### config.mk
export PLATFORM = sky130hd
export DESIGN_NAME = pipeline_hazard_ctrl
export DESIGN_NICKNAME = d
export VERILOG_FILES = /design/src/rtl/pipeline_hazard_ctrl.sv
export SDC_FILE = /design/constraint.sdc
export NUM_CORES = 1
export LEC_CHECK = 0
export BUFFER_PORTS_ARGS = -buffer_cell sky130_fd_sc_hd__buf_2
export CORE_ASPECT_RATIO = 0.75
export CORE_MARGIN = 3
export CORE_UTILIZATION = 29
export DETAILED_ROUTE_END_ITERATION = 6
export HOLD_SLACK_MARGIN = 0.05
export PLACE_DENSITY_LB_ADDON = 0.25
export SLEW_MARGIN = 25
export SYNTH_ARGS = -nofsm -noshare
export SYNTH_HDL_FRONTEND = slang
export SYNTH_SLANG_ARGS = --single-unit
### constraint.sdc
create_clock -name clk -period 2 [get_ports clk]
set_input_delay 0.1 -clock clk [delete_from_list [all_inputs] [get_ports clk]]
set_output_delay 0.1 -clock clk [all_outputs]
set_load 0.05 [all_outputs]
### src/rtl/pipeline_hazard_ctrl.sv
// Hazard and stall controller for the 5-stage MIPS pipeline: load-use bubbles,
// redirect flushes, data-memory wait holds with timeout fault, and saturating perf counters.
module pipeline_hazard_ctrl #(
  parameter int MEM_TIMEOUT = 15,
  parameter int CNT_W       = 16
) (
  input  logic             clk,
  input  logic             reset,
  input  logic             MEMRead_ID_EX,
  input  logic [4:0]       Rt_ID_EX,
  input  logic [4:0]       Rs_IF_ID,
  input  logic [4:0]       Rt_IF_ID,
  input  logic             branch_taken,
  input  logic             jump_EX,
  input  logic             mem_busy,
  output logic             Enable_PC,
  output logic             Enable_IF_ID,
  output logic             Enable_ID_EX,
  output logic             Flush_IF_ID,
  output logic             Flush_ID_EX,
  output logic             fault,
  output logic [CNT_W-1:0] stall_cycles,
  output logic [CNT_W-1:0] flush_cycles
);

  localparam int WAIT_W = (MEM_TIMEOUT < 1) ? 1 : $clog2(MEM_TIMEOUT + 1);

  typedef enum logic [1:0] {
    RUN,
    LOAD_STALL,
    MEM_WAIT,
    FAULT
  } state_t;

  state_t            state, state_next;
  logic [WAIT_W-1:0] wait_cnt, wait_next;
  logic              stall_inc, flush_inc, fault_set;
  logic              load_use, redirect;
  logic              en_pc, en_ifid, en_idex, fl_ifid, fl_idex;

  assign load_use = MEMRead_ID_EX && (Rt_ID_EX != 5'd0) &&
                    ((Rt_ID_EX == Rs_IF_ID) || (Rt_ID_EX == Rt_IF_ID));
  assign redirect = branch_taken || jump_EX;

  always_ff @(posedge clk) begin
    if (reset) begin
      state        <= RUN;
      wait_cnt     <= '0;
      fault        <= 1'b0;
      stall_cycles <= '0;
      flush_cycles <= '0;
    end else begin
      state    <= state_next;
      wait_cnt <= wait_next;
      if (fault_set)
        fault <= 1'b1;
      if (stall_inc && (stall_cycles != {CNT_W{1'b1}}))
        stall_cycles <= stall_cycles + 1'b1;
      if (flush_inc && (flush_cycles != {CNT_W{1'b1}}))
        flush_cycles <= flush_cycles + 1'b1;
    end
  end

  always_comb begin
    state_next = state;
    wait_next  = wait_cnt;
    stall_inc  = 1'b0;
    flush_inc  = 1'b0;
    fault_set  = 1'b0;
    en_pc      = 1'b1;
    en_ifid    = 1'b1;
    en_idex    = 1'b1;
    fl_ifid    = 1'b0;
    fl_idex    = 1'b0;

    case (state)
      RUN, LOAD_STALL: begin
        if (mem_busy) begin
          en_pc      = 1'b0;
          en_ifid    = 1'b0;
          en_idex    = 1'b0;
          state_next = MEM_WAIT;
          wait_next  = WAIT_W'(1);
          stall_inc  = 1'b1;
        end else if (state == LOAD_STALL) begin
          // The bubble is already in EX; release without re-checking load_use.
          state_next = RUN;
        end else if (redirect) begin
          fl_ifid   = 1'b1;
          fl_idex   = 1'b1;
          flush_inc = 1'b1;
        end else if (load_use) begin
          en_pc      = 1'b0;
          en_ifid    = 1'b0;
          fl_idex    = 1'b1;
          state_next = LOAD_STALL;
          stall_inc  = 1'b1;
        end
      end

      MEM_WAIT: begin
        en_pc     = 1'b0;
        en_ifid   = 1'b0;
        en_idex   = 1'b0;
        stall_inc = 1'b1;
        if (!mem_busy) begin
          state_next = RUN;
          wait_next  = '0;
        end else if (wait_cnt == WAIT_W'(MEM_TIMEOUT)) begin
          state_next = FAULT;
          fault_set  = 1'b1;
        end else begin
          wait_next = wait_cnt + 1'b1;
        end
      end

      default: begin
        en_pc   = 1'b0;
        en_ifid = 1'b0;
        en_idex = 1'b0;
      end
    endcase
  end

  // Reset forces the pipeline registers into a held, bubbled condition.
  always_comb begin
    Enable_PC    = en_pc   && !reset;
    Enable_IF_ID = en_ifid && !reset;
    Enable_ID_EX = en_idex && !reset;
    Flush_IF_ID  = fl_ifid || reset;
    Flush_ID_EX  = fl_idex || reset;
  end

endmodule

After elaboration in Yosys (flattened, before gate mapping)
Cells that the tools add are included.

word-level totals
  register bits = 39
  bits of input ports = 21
  output and inout port bits = 38
  word-level logic and storage cells = 71

cells by class
  $add $sub $neg = 3
  equality and inequality tests = 12
  mux-type cells = 34
  reduce and logical (&&, ||, !) cells = 17

operators with widths
  cell                     number
  $add A16 B1 Y16 const B  2
  $ne A16 B16 Y1 const B   2
  $mux W1                  22
  $mux W2                  6
  $mux W4                  3
  $eq A5 B5 Y1             2
  $ne A4 B4 Y1 const B     2
  $pmux W4 S2              1
  $logic_and A1 B1 Y1      6
  $ne A3 B3 Y1 const B     2
  $reduce_bool A5 Y1       1
  $add A4 B1 Y4 const B    1
  $eq A4 B4 Y1 const B     1
  $logic_or A1 B1 Y1       4
  $pmux W2 S2              1
  $reduce_and A4 Y1        1
  $reduce_and A3 Y1        1
  $eq A2 B1 Y1 const B     1
  $eq A2 B2 Y1 const B     1
  $logic_not A2 Y1         1
  $ne A2 B2 Y1 const B     1
  $pmux W1 S2              1
  $reduce_bool A2 Y1       1
  $reduce_or A2 Y1         1
  $logic_not A1 Y1         1

Longest topological paths before layout
Gate-level depths: netlist of the first run.

  depth in word-level cells = 9
  mapped depth = 9
  gate-level depth less buffers = 7

Least setup slack after synthesis of the first run
Ideal clock, no wire load.

  path type = input -> output
  start = input Rt_ID_EX[1]
  end = output Enable_PC
  arrival time = 2.456 ns
  required time = 1.900 ns
  slack = -0.556 ns
  cell stages on the path = 6
  buffers on the path = 1
  cells stage by stage = or4_1 > nor2_1 > or4_4 > nor2_1 > nor3_1 > buf_4

between the ends
  word-level cells in the longest chain between the ends = 9
  elaborated cells on any way between the ends = 12
  classes of those cells = 2 x eq/ne; 5 x mux; 5 x reduce/logical

ends and longest elaborated chain
  what                                                              RTL line  text
  start: declaration                                                10        input logic [4:0] Rt_ID_EX,
  $eq A5 B5 Y1 / $reduce_bool A5 Y1 (equally long branches)         42, 41
  $logic_or A1 B1 Y1 / $logic_and A1 B1 Y1 (equally long branches)  42, 41
  $logic_and A1 B1 Y1 *                                             41        assign load_use = MEMRead_ID_EX && (Rt_ID_EX != 5'd0) &&
  $mux W1 * (5 in series)                                           n/a
  $logic_and A1 B1 Y1 *                                             n/a
  end: declaration                                                  16        output logic Enable_PC,

Every way passes the cells marked *; elsewhere a longest branch is shown, timed or not.

Worst setup path in the final report of the first run
  start = register state[0]
  end = register stall_cycles[15]

between the ends
  word-level cells in the longest chain between the ends = 5
  elaborated cells on any way between the ends = 8
  classes of those cells = 2 x eq/ne; 3 x mux; 3 x reduce/logical

ends and longest elaborated chain
  what                      RTL line  text
  start: declaration        35        state_t state, state_next;
  start signal: assignment  53        state <= state_next;
  $eq A2 B1 Y1              76, 85
  $mux W1                   85        end else if (state == LOAD_STALL) begin
  $mux W1                   78        if (mem_busy) begin
  $pmux W1 S2 *             76        case (state)
  $logic_and A1 B1 Y1 *     57        if (stall_inc && (stall_cycles != {CNT_W{1'b1}}))
  end signal: assignment    58        stall_cycles <= stall_cycles + 1'b1;
  end: declaration          22        output logic [CNT_W-1:0] stall_cycles,

Marks and branches as above.
A chain may end at the register's enable or synchronous reset.

==> results.sh, run 1 <==
export IMPL_cts_setup_buffers=0
export IMPL_seq_area_frac_synth_pct=38.5
export IMPL_status="complete, no violations"
export IMPL_worst_path_max_delay_cell="or4b_1"
export IMPL_yosys_cell_types_count=41
export IMPL_worst_path_buf_inv=1
export IMPL_die_x_um=103
export IMPL_synth_top_area_share_pct=38.5
export IMPL_nets=335
export IMPL_area_delta_synth_final_pct=27.2
export IMPL_cts_tree="built"
export IMPL_htree_num_levels=2
export IMPL_grt_pass1_wl_um=8130
export IMPL_wl_per_cell_um=12.0
export IMPL_syn_inst=245
export IMPL_fin_crit_ns=1.86
export IMPL_use_met1_pct=17.1
export IMPL_ant_nets=0
export IMPL_cts_buffer_depth=2
export IMPL_finalHoldViolCount=0
export IMPL_routabilityCongestion=0.740
export IMPL_synthFlopType="dfxtp_1"
export IMPL_design_area_sq_um=2580
export IMPL_grt_overflow_total=0
export IMPL_clk_pin_slew_worst_paths_ns=0.08
export IMPL_synth_edf_count=0
export IMPL_drive_gt1_share_pct=31.7
export IMPL_wirelength_um=4730
export IMPL_worstSkewPairLatency_ns=0.29
export IMPL_pwr_density_cell_nw_per_um2=603
export IMPL_grt_pass1_vias=1757
export IMPL_critPathKind="register to register"
export IMPL_required_ns=2.22
export IMPL_drt_vias_per_instance=4.74
export IMPL_dp_hpwl_um=3690
export IMPL_cp_top_family="simple AND/OR/NAND/NOR gates"
export IMPL_antenna_found_initial=0
export IMPL_start_kind="register"
export IMPL_root_buffer="clkbuf_8"
export IMPL_first_iter_violations=51
export IMPL_grt_setup_unrepaired="no"
export IMPL_yosys_register_bits=39
export IMPL_clock_sinks=39
export IMPL_start_util_pct=31.0
export IMPL_whs_path_depth=3
export IMPL_finalMaxSlewViolations=0
export IMPL_yosysTopAreaCell="dfxtp_1"
export IMPL_core_sq_um=6540
export IMPL_syn_area_sq_um=2030
export IMPL_fin_util_pct=39.4
export IMPL_fin_skew_ns=0.00847
export IMPL_worst_hold_path_endpoint="state[1]"
export IMPL_avgSynthCellArea_sq_um=8.27
export IMPL_synthTopCellsByArea="dfxtp_1 (39%), xor2_1 (14%), nor2_1 (8.7%)"
export IMPL_die_area_sq_um=8030
export IMPL_final_cells=393
export IMPL_cts_resized_gates=0
export IMPL_synth_warning_count=0
export IMPL_r2r_start="state[0]"
export IMPL_io_pins=59
export IMPL_ctsHoldBuffers=0
export IMPL_end_kind="register"
export IMPL_setup_violations=0
export IMPL_antenna_cells=0
export IMPL_placed_cell_area_sq_um=2480
export IMPL_drt_pass1_iterations=4
export IMPL_critPathMaxStageDelay_ns=0.47
export IMPL_fin_crit_sh_pct=93.1
export IMPL_path_max_fanout=6
export IMPL_min_from="mem_busy"
export IMPL_synth_nets=269
export IMPL_rr_worst_depth=7
export IMPL_leakagePower_nw=1.13
export IMPL_ir_worst_vdd_mv=0.241
export IMPL_placedCellCount=385
export IMPL_worstReg2RegEnd="stall_cycles[15]"
export IMPL_worst_path_stages=7
export IMPL_portBuffers=58
export IMPL_drc=0
export IMPL_worst_pin_slew_ns=0.405
export IMPL_synthArstFlopShare_pct=0
export IMPL_max_freq_ghz=0.537
export IMPL_grtUsageMet3_pct=3.91
export IMPL_grt_busiest_layer="met2"
export IMPL_num_vias=1863
export IMPL_r2r_slack_ns=0.14
export IMPL_maxCapViolCount=0
export IMPL_gr_usage_all_layers_pct=12.5
export IMPL_slew_headroom_pct=73.0
export IMPL_hold_path_class="input pin to register"
export IMPL_die_y_um=78.4
export IMPL_power_w=0.00156
export IMPL_critPathArrivalTime_ns=2.08
export IMPL_path_cells="inv_1, nand2_1, or4_4, o21ai_4, nand2_4, or4b_1, a21oi_1"
export IMPL_rows=25
export IMPL_grtUsageMet2_pct=18.9
export IMPL_cts_made_buffers=5
export IMPL_grt_max_degree=24
-- metal layers --
metal	wire length [um]	part of all wire, %	up-vias
met3	333	7.0	5
li1	-	-	987
met5	0	0	-
met4	46	0.97	0
met2	1880	40	52
met1	2480	52	819
-- where the power goes --
part	switching, W	internal [W]
sequential	0.0000114	0.000788
combinational	0.000141	0.0000790
clock	0.000292	0.000243
total	0.000445	0.00111
-- tightest hold or removal path, delay by kind of cell --
| kind | cells | cell delay, ns |
|---|---|---|
| AO/OA/AOI/OAI | 1 | 0.06 |
| buffers and inverters | 1 | 0.16 |
| AND/OR/NAND/NOR | 1 | 0.07 |
-- logic make-up (layout without fill, tap and decap cells) --
family / after synthesis / in the layout / share of synthesized area (%)
adders and majority gates: 3 / 3 / 1.85
and+or+nand+nor: 120 / 120 / 29.8
AOI/OAI and AO/OA: 29 / 29 / 9.88
muxes: 2 / 2 / 1.05
xor gates and xnor gates: 36 / 36 / 15.6
buffers and inverters: 16 / 83 / 3.27
DFF: 39 / 39 / 38.5
-- cells in the final DEF, fill, tap and decap left out, types with 4 or more instances in the layout --
cell type and instances:
buf_2 58, nor2_1 47, xor2_1 33, dfxtp_1 27, nand3_1 16, buf_4 13
dfxtp_2 12, nand2_1 11, nand4_1 10, and3_1 9, a21oi_1 9, nor3_1 5
and2_1 5, clkbuf_8 5, inv_1 4, and4_1 4, or3_1 4
-- cell usage after synthesis, types with 3 or more instances --
master,count
clkbuf_1,9
xor2_1,33
or3_1,4
nand3_1,16
and3_1,9
dfxtp_1,39
nand2_1,11
and4_1,4
nand4_1,10
xnor2_1,3
and2_1,5
inv_1,4
ha_1,3
o21ai_1,3
a21oi_1,9
nor3_1,6
nor2_1,47
-- sequential cells by signal (all words and copies together) (netlist names) --
signal / cells
fault: 1
flush_cycles: 16
stall_cycles: 16
state: 2
wait_cnt: 4
-- worst max path at each step --
stage	to	slack, ns	start
floorplan	Enable_PC	-0.07	Rt_ID_EX[1]
global placement	stall_cycles[15]	0.20	state[0]
detailed placement	stall_cycles[15]	0.13	state[0]
CTS	stall_cycles[15]	0.11	state[0]
global route	stall_cycles[15]	0.005	state[0]
finish	stall_cycles[15]	0.14	state[0]
-- cell type report --
class | instances | area [sq um]
timing repair buffer | 71 | 388
sequential | 39 | 796
inverter | 4 | 15.0
clock buffer | 5 | 68.8
tap | 81 | 101
clock inverter | 3 | 20.0
multi-input combinational | 190 | 1190
fill | 673 | 3960
-- metrics by stage --
step	hold slack (ns)	setup slack [ns]	setup TNS (ns)
2_1_floorplan	0.284	-0.0651	-0.0651
5_1_grt	0.161	0.00484	0
4_1_cts	0.139	0.112	0
6_report	0.146	0.139	0
3_5_place_dp	0.448	0.132	0
3_3_place_gp	0.438	0.198	0
Note: power is estimated with default switching activity, not from simulation.
==> run 2, diff against run 1 <==
Settings changed: ABC_AREA set to 1.
==> results.sh, run 2 <==
export IMPL_synthFlopType="dfxtp_1"
export IMPL_area_delta_synth_final_pct=24.1
export IMPL_use_met1_pct=19.0
export IMPL_antenna_cells=0
export IMPL_comb_power_share_pct=15.5
export IMPL_synthTopCellsByArea="dfxtp_1 (34%), nand2_1 (14%), nor2_1 (7.6%)"
export IMPL_yosys_register_bits=39
export IMPL_grt_max_degree=27
export IMPL_gr_usage_all_layers_pct=13.8
export IMPL_io_pins=59
export IMPL_mostFrequentLayoutCell="nand2_1"
export IMPL_synth_top_area_share_pct=33.8
export IMPL_synth_edf_count=0
export IMPL_grt_pass1_wl_um=10400
export IMPL_ctsHoldBuffers=0
export IMPL_die_area_sq_um=9070
export IMPL_root_buffer="clkbuf_8"
export IMPL_leakagePower_nw=1.28
export IMPL_syn_inst=350
export IMPL_nets=441
export IMPL_critPathKind="register to register"
export IMPL_synth_area_mux_share_pct=0
export IMPL_synth_warning_count=0
export IMPL_synth_compound_area_share_pct=12.1
export IMPL_hold_ws_ns=0.130
export IMPL_grt_overflow_total=0
export IMPL_worstSkewPairLatency_ns=0.29
export IMPL_num_vias=2432
export IMPL_yosys_area_share_simple_pct=36.5
export IMPL_finalMaxSlewViolations=0
export IMPL_drt_vias_per_instance=4.69
export IMPL_rows=27
export IMPL_worstSetupStartpoint="stall_cycles[0]"
export IMPL_maxCapViolCount=0
export IMPL_cts_tree="built"
export IMPL_yosysTopAreaCell="dfxtp_1"
export IMPL_status="complete, no violations"
export IMPL_setup_violations=0
export IMPL_grt_busiest_layer="met2"
export IMPL_critPathMaxStageDelay_ns=0.37
export IMPL_path_max_fanout=10
export IMPL_yosys_cell_types_count=30
export IMPL_portBuffers=58
export IMPL_die_y_um=83.2
export IMPL_worst_path_max_delay_cell="dfxtp_2"
export IMPL_grt_pass1_vias=2312
export IMPL_hold_path_class="input pin to register"
export IMPL_cts_buffer_depth=2
export IMPL_p_sw_w=0.000471
export IMPL_grtUsageMet2_pct=21.2
export IMPL_syn_area_sq_um=2310
export IMPL_routabilityCongestion=0.800
export IMPL_core_sq_um=7530
export IMPL_start_util_pct=30.6
export IMPL_required_ns=2.18
export IMPL_fin_crit_ns=1.83
export IMPL_r2r_start="stall_cycles[0]"
export IMPL_grtUsageMet3_pct=3.42
export IMPL_layout_common_cells="nand2_1 (82), buf_2 (57), nor2_1 (47)"
export IMPL_design_area_sq_um=2860
export IMPL_end_kind="register"
export IMPL_reg_top3="flush_cycles x16, stall_cycles x16, wait_cnt x4"
export IMPL_first_iter_violations=97
export IMPL_synth_nets=374
export IMPL_placedCellCount=508
export IMPL_wirelength_um=6000
export IMPL_htree_num_levels=2
export IMPL_clk_pin_slew_worst_paths_ns=0.07
export IMPL_tns_ns=0
export IMPL_synthArstFlopShare_pct=0
export IMPL_cts_made_buffers=5
export IMPL_synth_top_family_by_area="simple AND/OR/NAND/NOR gates"
export IMPL_worst_pin_slew_ns=0.508
export IMPL_antenna_found_initial=0
export IMPL_cp_common_cell="nand2_2"
export IMPL_seq_area_frac_synth_pct=33.8
export IMPL_synth_fa_ha_area_share_pct=1.63
export IMPL_dp_hpwl_um=4550
export IMPL_clock_sinks=39
export IMPL_finalHoldViolCount=0
export IMPL_ant_nets=0
export IMPL_drc=0
export IMPL_placed_cell_area_sq_um=2740
export IMPL_fin_skew_ns=0.0142
export IMPL_cellInternalPower_w=0.00119
export IMPL_path_cells="ha_1, nand2_2, nor3_4, nand2_2, nor2_4, a31oi_4, buf_4, a21oi_1, nor2_1"
export IMPL_ir_worst_vdd_mv=0.273
export IMPL_start_kind="register"
export IMPL_slew_headroom_pct=65.8
export IMPL_min_from="mem_busy"
export IMPL_max_freq_ghz=0.545
export IMPL_wl_per_cell_um=11.6
export IMPL_synth_xor_area_share_pct=7.21
export IMPL_die_x_um=109
export IMPL_swShare_pct=28.4
export IMPL_avgSynthCellArea_sq_um=6.59
export IMPL_clock_power_share_pct=35.5
export IMPL_pwr_density_cell_nw_per_um2=580
export IMPL_yosysMostFrequentCell="nand2_1"
export IMPL_critPathArrivalTime_ns=2.01
export IMPL_fin_crit_sh_pct=91.7
export IMPL_drt_pass1_iterations=4
export IMPL_final_cells=519
export IMPL_grt_setup_unrepaired="no"
export IMPL_drive_gt1_share_pct=21.8
export IMPL_synth_common_cells="nand2_1 (83), nor2_1 (47), inv_1 (41), dfxtp_1 (39), nand3_1 (32)"
export IMPL_p_seq_share_pct=49.0
[run 2: cell count changes after synthesis, moves of 6 or more]
cell      before  now
nand3_1       16   32
inv_1          4   41
a21oi_1        9   26
nand2_1       11   83
and3_1         9    0
clkbuf_1       9    3
xor2_1        33   12
o21ai_0        2   13
nor3_1         6   12
[run 2: final cells by class]
type                            count  area (sq um)
Fill cell                         826          4670
Multi-Input combinational cell    262          1330
Sequential cell                    39           785
Timing Repair Buffer               67           360
Inverter                           42           158
Tap cell                          101           126
Clock buffer                        8           100
[run 2: path summary, 6_finish.rpt]
kind                      to  slack, ns  depth (start not counted)
max          stall_cycles[0]       0.17                          9
min reg2reg            fault       0.45                          2
max reg2reg  stall_cycles[0]       0.17                          9
min                 state[1]       0.13                          3
[run 2: timing repair]
item / in CTS / in global routing
setup endpoints to repair: 0 / 10
hold endpoints to repair: 0 / 0
resized for setup: 0 / 2
buffers inserted: 0 / 2
[run 2: power by group through the flow]
stage | registers, W | logic (W) | clock network, W
2_1_floorplan | 0.000861 | 0.000148 | 0
3_3_place_gp | 0.000829 | 0.000250 | 0
3_5_place_dp | 0.000831 | 0.000251 | 0
4_1_cts | 0.000813 | 0.000252 | 0.000606
5_1_grt | 0.000816 | 0.000288 | 0.000635
6_report | 0.000813 | 0.000257 | 0.000590
[run 2: logic make-up (layout without fill, tap and decap cells)]
kind of cell,count (synthesis),in the layout
compound gates,48,48
xor+xnor,19,19
fa+ha+maj,3,3
buf+inv,50,117
flops,39,39
simple gates,191,192
[run 2: per-stage QoR]
step | setup slack (ns) | util, % | power [W]
2_1_floorplan | 0.0114 | - | 0.00101
3_3_place_gp | 0.209 | 36.3 | 0.00108
3_5_place_dp | 0.165 | 36.3 | 0.00108
4_1_cts | 0.151 | 37.7 | 0.00167
5_1_grt | 0.0291 | 38.0 | 0.00174
6_report | 0.167 | 38.0 | 0.00166
[run 2: worst max-delay path, delay by kind of cell (launching register included)]
family | cells | cell delay [ns]
adder cells (fa/ha/maj) | 1 | 0.20
AND/OR/NAND/NOR | 5 | 0.63
buffers and inverters | 1 | 0.20
AO/OA/AOI/OAI | 2 | 0.33
flip-flops | 1 | 0.37
[run 2: layer usage]
| metal | vias to the layer above | wire [um] |
|---|---|---|
| li1 | 1265 | - |
| met1 | 1108 | 3130 |
| met2 | 52 | 2480 |
| met3 | 7 | 324 |
| met4 | 0 | 66 |
| met5 | - | 0 |
==> run 3, diff against run 2 <==
Settings changed: PLACE_DENSITY_LB_ADDON 0.25 to 0.1.
==> results.sh, run 3 (synthesis results as in run 2) <==
export IMPL_status="complete, no violations"
export IMPL_grt_setup_unrepaired="no"
export IMPL_core_sq_um=7530
export IMPL_die_x_um=109
export IMPL_clk_pin_slew_worst_paths_ns=0.08
export IMPL_slew_headroom_pct=63.0
export IMPL_grt_pass1_vias=2127
export IMPL_rr_worst_depth=9
export IMPL_worst_pin_slew_ns=0.550
export IMPL_ant_nets=0
export IMPL_setup_violations=0
export IMPL_min_from="mem_busy"
export IMPL_cts_buffer_depth=2
export IMPL_gr_usage_all_layers_pct=13.8
export IMPL_wirelength_um=6390
export IMPL_rows=27
export IMPL_root_buffer="clkbuf_8"
export IMPL_nets=446
export IMPL_worstSetupStartpoint="state[1]"
export IMPL_worst_hold_path_endpoint="state[1]"
export IMPL_routabilityCongestion=0.824
export IMPL_num_vias=2365
export IMPL_r2r_start="stall_cycles[0]"
export IMPL_drc=0
export IMPL_htree_num_levels=2
export IMPL_worstSkewPairLatency_ns=0.28
export IMPL_drt_pass1_iterations=4
export IMPL_cts_made_buffers=5
export IMPL_hold_path_class="input pin to register"
export IMPL_ctsHoldBuffers=0
export IMPL_wl_per_cell_um=12.2
export IMPL_critPathArrivalTime_ns=1.78
export IMPL_grt_pass1_wl_um=10200
export IMPL_portBuffers=58
export IMPL_max_freq_ghz=0.532
export IMPL_antenna_found_initial=0
export IMPL_placedCellCount=513
export IMPL_power_w=0.00159
export IMPL_maxCapViolCount=0
export IMPL_fin_skew_ns=0.00808
export IMPL_tns_ns=0
export IMPL_final_cells=524
export IMPL_drive_gt1_share_pct=22.5
export IMPL_die_y_um=83.2
export IMPL_layout_common_cells="nand2_1 (82), buf_2 (58), nor2_1 (47)"
export IMPL_reg_top3="flush_cycles x16, stall_cycles x16, wait_cnt x4"
export IMPL_start_util_pct=30.6
export IMPL_whs_path_depth=3
export IMPL_die_area_sq_um=9070
export IMPL_pwr_density_cell_nw_per_um2=553
export IMPL_worstReg2RegEnd="stall_cycles[11]"
export IMPL_end_kind="output port"
export IMPL_fillers=810
export IMPL_finalMaxSlewViolations=0
export IMPL_critPathKind="register to output port"
export IMPL_start_kind="register"
export IMPL_placed_cell_area_sq_um=2770
export IMPL_finalHoldViolCount=0
export IMPL_fin_util_pct=38.2
export IMPL_antenna_cells=0
export IMPL_required_ns=1.90
export IMPL_fin_crit_sh_pct=93.9
export IMPL_clock_sinks=39
export IMPL_ir_worst_vdd_mv=0.250
export IMPL_grt_overflow_total=0
export IMPL_path_max_fanout=6
export IMPL_leakagePower_nw=1.30
export IMPL_io_pins=59
export IMPL_r2r_slack_ns=0.18
export IMPL_area_delta_synth_final_pct=24.8
export IMPL_mostFrequentLayoutCell="nand2_1"
export IMPL_dp_hpwl_um=4790
export IMPL_drt_vias_per_instance=4.51
export IMPL_grt_max_degree=20
export IMPL_first_iter_violations=186
export IMPL_design_area_sq_um=2880
export IMPL_fin_crit_ns=1.88
export IMPL_cts_tree="built"
==> run 3: changes by cell type in the layout (fill, tap and decap cells not counted), sizes merged <==
cell / previous run / this run
buf: 66 / 72
clkbuf: 9 / 7
clkinv: 0 / 1
==> run 3: what timing repair did <==
item	in CTS	in global routing
setup endpoints to repair	0	16
gates resized for setup	0	1
setup buffers	0	2
==> run 3: how the worst max path moves through the flow <==
stage	to	slack, ns
after floorplan	stall_cycles[0]	0.01
after global placement	stall_cycles[11]	0.16
after detailed placement	stall_cycles[11]	0.10
after CTS	stall_cycles[11]	0.10
after global routing	Flush_ID_EX	0.001
final	Flush_ID_EX	0.12
==> run 3: final cells by class <==
type | instances | area [sq um] | area share [%]
flip-flops and latches | 39 | 785 | 27.2
multi-input cells | 262 | 1330 | 46.3
inverters | 42 | 158 | 5.48
well taps | 101 | 126 | 4.39
clock inverters | 1 | 5.00 | 0.174
clock buffers | 7 | 76.3 | 2.65
repair buffers | 72 | 395 | 13.7
==> run 3: critical path, stage by stage (launching register included) <==
cell	delay [ns]
dfxtp_1	0.39
nor2_4	0.17
nand2_1	0.08
nor2_1	0.20
buf_4	0.17
inv_1	0.04
nand2_1	0.07
a31o_2	0.10
buf_2	0.25
==> run 3: metrics by stage <==
step,worst slack [ns],hold slack (ns)
6_report,0.121,0.0970
5_1_grt,0.00124,0.125
4_1_cts,0.102,0.0929
3_5_place_dp,0.103,0.397
3_3_place_gp,0.160,0.391
2_1_floorplan,0.0114,0.217
==> run 3: power breakdown <==
group | internal [W] | leakage (nW) | switching (W)
Combinational | 0.0000790 | 0.940 | 0.000181
Sequential | 0.000794 | 0.317 | 0.0000198
Clock | 0.000245 | 0.0422 | 0.000274
Total | 0.00112 | 1.30 | 0.000476
==> run 3: metal layers <==
layer  vias up  global-route usage (%)  wire [um]
li1       1283                       -          -
met3         2                    3.26        344
met5         -                       0          0
met4         0                    2.75         33
met1      1020                    21.9       3580
met2        60                    18.5       2430
